--- src/rtl/route_demux_n.sv ---
// Header-match packet demultiplexer: programmable (addr, mask) rules, route tagged at enqueue,
// single shared FIFO feeding NOUT valid/ready channels, with a drain-then-reconfigure FSM.
module route_demux_n #(
  parameter int unsigned DATA_W = 16,
  parameter int unsigned ADDR_W = 8,
  parameter int unsigned NOUT   = 3,
  parameter int unsigned DEPTH  = 4,
  localparam int unsigned IDX_W = (NOUT > 2) ? $clog2(NOUT - 1) : 1
) (
  input  logic              clk,
  input  logic              reset,
  input  logic              cfg_valid,
  output logic              cfg_ready,
  input  logic [IDX_W-1:0]  cfg_idx,
  input  logic [ADDR_W-1:0] cfg_addr,
  input  logic [ADDR_W-1:0] cfg_mask,
  input  logic              cfg_en,
  input  logic              cfg_last,
  input  logic              in_valid,
  output logic              in_ready,
  input  logic [DATA_W-1:0] in_data,
  output logic [NOUT-1:0]   out_valid,
  input  logic [NOUT-1:0]   out_ready,
  output logic [DATA_W-1:0] out_data
);

  localparam int unsigned ROUTE_W = $clog2(NOUT);
  localparam int unsigned PTR_W   = $clog2(DEPTH);
  localparam int unsigned CNT_W   = $clog2(DEPTH + 1);
  localparam int unsigned NRULE   = NOUT - 1;

  typedef enum logic [1:0] {StCfg, StRun, StDrain} state_e;

  state_e              r_state;
  state_e              w_state_d;
  logic                r_cfg_ready;
  logic                r_in_ready;

  logic [ADDR_W-1:0]   r_addr [NRULE];
  logic [ADDR_W-1:0]   r_mask [NRULE];
  logic [NRULE-1:0]    r_en;

  logic [DATA_W-1:0]   r_mem       [DEPTH];
  logic [ROUTE_W-1:0]  r_mem_route [DEPTH];
  logic [PTR_W-1:0]    r_wptr;
  logic [PTR_W-1:0]    r_rptr;
  logic [CNT_W-1:0]    r_count;
  logic [CNT_W-1:0]    w_count_d;

  logic [ADDR_W-1:0]   w_hdr;
  logic [NRULE-1:0]    w_hit;
  logic [ROUTE_W-1:0]  w_route;
  logic                w_nonempty;
  logic                w_push;
  logic                w_pop;
  logic                w_cfg_we;

  assign w_hdr      = in_data[DATA_W-1 -: ADDR_W];
  assign w_nonempty = (r_count != '0);
  assign w_push     = in_valid & r_in_ready;
  assign w_pop      = |(out_valid & out_ready);
  assign w_cfg_we   = (r_state == StCfg) & cfg_valid &
                      ({1'b0, cfg_idx} < (IDX_W + 1)'(NRULE));

  assign cfg_ready  = r_cfg_ready;
  assign in_ready   = r_in_ready;

  // Lowest-index hitting rule wins; no hit falls through to the default channel.
  always_comb begin
    w_route = ROUTE_W'(NOUT - 1);
    for (int i = 0; i < int'(NRULE); i++) begin
      w_hit[i] = r_en[i] && ((w_hdr & r_mask[i]) == r_addr[i]);
    end
    for (int i = int'(NRULE) - 1; i >= 0; i--) begin
      if (w_hit[i]) w_route = ROUTE_W'(i);
    end
  end

  always_comb begin
    out_valid = '0;
    out_data  = '0;
    if (w_nonempty) begin
      out_valid[r_mem_route[r_rptr]] = 1'b1;
      out_data                       = r_mem[r_rptr];
    end
  end

  always_comb begin
    w_count_d = r_count;
    if (w_push && !w_pop) w_count_d = r_count + 1'b1;
    if (w_pop && !w_push) w_count_d = r_count - 1'b1;
  end

  always_comb begin
    w_state_d = r_state;
    unique case (r_state)
      StCfg:   if (cfg_valid && cfg_last) w_state_d = StRun;
      StRun:   if (cfg_valid) w_state_d = StDrain;
      StDrain: if (r_count == '0) w_state_d = StCfg;
      default: w_state_d = StCfg;
    endcase
  end

  // Handshake readies are registered from next-state so they never depend on in_valid/out_ready.
  always_ff @(posedge clk) begin
    if (reset) begin
      r_state     <= StCfg;
      r_cfg_ready <= 1'b1;
      r_in_ready  <= 1'b0;
      r_wptr      <= '0;
      r_rptr      <= '0;
      r_count     <= '0;
      r_en        <= '0;
      for (int i = 0; i < int'(NRULE); i++) begin
        r_addr[i] <= '0;
        r_mask[i] <= '0;
      end
    end else begin
      r_state     <= w_state_d;
      r_cfg_ready <= (w_state_d == StCfg);
      r_in_ready  <= (w_state_d == StRun) && (w_count_d != CNT_W'(DEPTH));
      r_count     <= w_count_d;
      if (w_push) r_wptr <= r_wptr + 1'b1;
      if (w_pop)  r_rptr <= r_rptr + 1'b1;
      for (int i = 0; i < int'(NRULE); i++) begin
        if (w_cfg_we && (cfg_idx == IDX_W'(i))) begin
          r_addr[i] <= cfg_addr;
          r_mask[i] <= cfg_mask;
          r_en[i]   <= cfg_en;
        end
      end
    end
  end

  always_ff @(posedge clk) begin
    if (w_push) begin
      r_mem[r_wptr]       <= in_data;
      r_mem_route[r_wptr] <= w_route;
    end
  end

endmodule

--- config.mk ---
export PLATFORM = sky130hd
export DESIGN_NAME = route_demux_n
export DESIGN_NICKNAME = d
export VERILOG_FILES = /design/src/rtl/route_demux_n.sv
export SDC_FILE = /design/constraint.sdc
export NUM_CORES = 1
export LEC_CHECK = 0
export ABC_AREA = 1
export CAP_MARGIN = 40
export CORE_UTILIZATION = 30
export CTS_CLUSTER_DIAMETER = 60
export DETAILED_ROUTE_END_ITERATION = 8
export MAX_ROUTING_LAYER = met4
export PLACE_DENSITY = 0.51
export SYNTH_ARGS = -nofsm -noshare
export SYNTH_HDL_FRONTEND = slang
export SYNTH_SLANG_ARGS = --single-unit
--- constraint.sdc ---
create_clock -name clk -period 1.8 [get_ports clk]
set_input_delay 0.27 -clock clk [delete_from_list [all_inputs] [get_ports clk]]
set_output_delay 0.27 -clock clk [all_outputs]
set_load 0.01 [all_outputs]
==> impl_metrics.ini <==
[yosys]
netlist_instances = 441
synth.avg_cell_area_um2 = 11.2
synth_cell_types = 29
synthFlopType = edfxtp_1
ys_ff_latch = 119
yosysTopAreaCellShare_pct = 63.2
synth_area_leaders = edfxtp_1 (63%), nor2_1 (7.1%), dfxtp_1 (6.1%)
synth.largest_area_cell = edfxtp_1
yosysWarnings = 0
seq_area_frac_synth_pct = 69.3
synth_nets = 490
synthArstFlopShare_pct = 0
synth-edff-count = 104
synth_area_um2 = 4940

[worst_setup_path]
crit_slowest_cell = dfxtp_4
critPathMaxFanout = 6
critPathTopFamily = buffers and inverters
cp.required_ps = 1530
start_kind = flop
cp_slowest_stage_delay_ps = 390
arrival_ps = 1640
crit_buf_inv = 3
critPathKind = flop to primary output
cp-end-kind = primary output
cp_cell_sequence = clkbuf_16 > buf_12 > nor2_4 > nor2_2 > o21ai_2 > a21oi_2 > buf_2

[clocking]
cts_buffers = 17
cts.path.max_buffers = 2
postCtsHoldBufs = 0
cts_root_buf = clkbuf_16
cts_tree = yes
path_clk_slew_ps = 50
clk_latency_ps = 420
cts_sinks = 119
htreeDepth = 4

[job]
maxCapViolations = 0

[layout]
area_growth_pct = 47.4
final_common_cell = edfxtp_1
drive_above_1_share_pct = 32.0
final_net_count = 620
mostFrequentLayoutCells = edfxtp_1 (104), nor2_1 (75), buf_4 (44)
final_area_um2 = 7280

[sta]
fmaxAchievable_mhz = 523
maxSlewViolCount = 0
finalHoldViolations = 0
setup_ws_ps = -111
rsz0062_at_grt = yes
setup_violations = 20
hold-worst-slack_ps = 465
post-route-period-util_pct = 106
clock_skew_ps = 16.7
period_needed_ps = 1910
relSlewSlack_pct = 75.9
worstMarginPinSlew_ps = 352

[floorplanning]
die_w_um = 130
core_um2 = 16000
dieArea_um2 = 17000
num_io_pins = 63
dieHeight_um = 130
start_util_pct = 30.9
row_count = 46

[global_route]
grt_pass1_vias = 3616
grt-ovfl-total = 0
grt_first_pass_wirelength_um = 18200
antenna_found_initial = 1
grt_max_degree = 17
grt.total_usage_pct = 15.2

[power_and_ir_drop]
leakagePower_nw = 2.82
p_per_area_nw_per_um2 = 1280
ir_drop_mv = 0.806

[detailed_routing]
drt-total-wl_um = 11400
dr.pass1.iters = 4
post-route-drc-count = 0
num_vias = 3560
ant_nets = 0
routedWlPerCell_um = 14.3
routed_via_density = 4.44
drt-initial-drc-count = 195

[placed_design]
pre_cts_slack_ps = -253
dpl_cell_area_um2 = 6270
dp_hpwl_um = 7790
portBuffers = 62
gp_congestion = 0.778

[run_status]
violations = negative setup slack
status = finished, violations left

[worst_hold_path]
worstHoldPathType = flop to flop
[layer usage]
layer	track usage (%)	vias to the layer above	share of wire [%]
li1	-	1773	-
met1	17.2	1694	43
met2	24.8	75	51
met3	4.63	18	4.3
met4	7.05	0	2.2
met5	-	-	0
[cell type report]
type,count,area [um^2]
fillers,1508,8720
flip-flops and latches,119,3430
multi-input cells,269,1650
repair buffers,125,1180
clock buffers,23,468
well taps,216,270
inverters,38,160
clock inverters,9,103
repair inverters,1,16.3
diodes,1,2.50
[sequential cells by signal (all words and copies together), names as in the netlist, 3 cells and up, named ones only]
register,count
r_addr,16
r_mem,64
r_count,3
r_mask,16
r_mem_route,8
[synth_stat cells (2+ instances only)]
cell      number
edfxtp_1     104
nor2_1        93
nand2_1       55
o21ai_0       42
inv_1         37
a21oi_1       27
dfxtp_1       15
clkbuf_1       9
nand3_1        9
nand2_2        8
ha_1           7
xnor2_1        7
nand4_1        4
buf_2          3
nand3_2        3
nor3_1         3
nor4_1         2
o22ai_1        2
[power by group]
part / total [W] / leakage [nW] / switching [W] / internal, W
sequential: 0.00323 / 1.10 / 0.0000773 / 0.00315
clock: 0.00323 / 0.273 / 0.00114 / 0.00209
combinational: 0.00288 / 1.44 / 0.00150 / 0.00138
total: 0.00935 / 2.82 / 0.00272 / 0.00663
[cell families after synthesis]
family                   after synthesis  synth area share [%]
adder cells (fa/ha/maj)                7                  1.77
XOR/XNOR                               7                  1.24
buffers and inverters                 53                  4.43
AO/OA/AOI/OAI                         75                  7.90
flip-flops                           119                  69.3
AND/OR/NAND/NOR                      180                  15.3
[timing repair]
action	CTS	global route
gates resized for setup	140	80
buffers inserted	2	2
pin swaps	15	28
endpoints found under the setup margin	27	27
gates cloned	2	1
[worst paths after layout]
| kind | endpoint | start | cells past startpoint | slack, ps |
|---|---|---|---|---|
| worst max-delay path | out_data[14] | flop | 7 | -110 |
| worst min-delay path | flop | r_rptr[1]$_SDFFE_PP0N_ | 1 | 470 |
| worst max register to register | in_ready$_SDFF_PP0_ | flop | 13 | -50 |
| worst min register to register | flop | r_rptr[1]$_SDFFE_PP0N_ | 1 | 470 |
[stage by stage]
stage	util [%]	setup TNS, ps	cells	total power, W
6_report	45.5	-839	801	0.00935
5_1_grt	45.5	-3030	801	0.00979
3_3_place_gp	39.2	-5870	762	0.00550
4_1_cts	43.6	-1840	798	0.00903
3_5_place_dp	39.2	-6590	762	0.00554
2_1_floorplan	-	0	441	0.00438
Power figures use the tool's default switching activity.
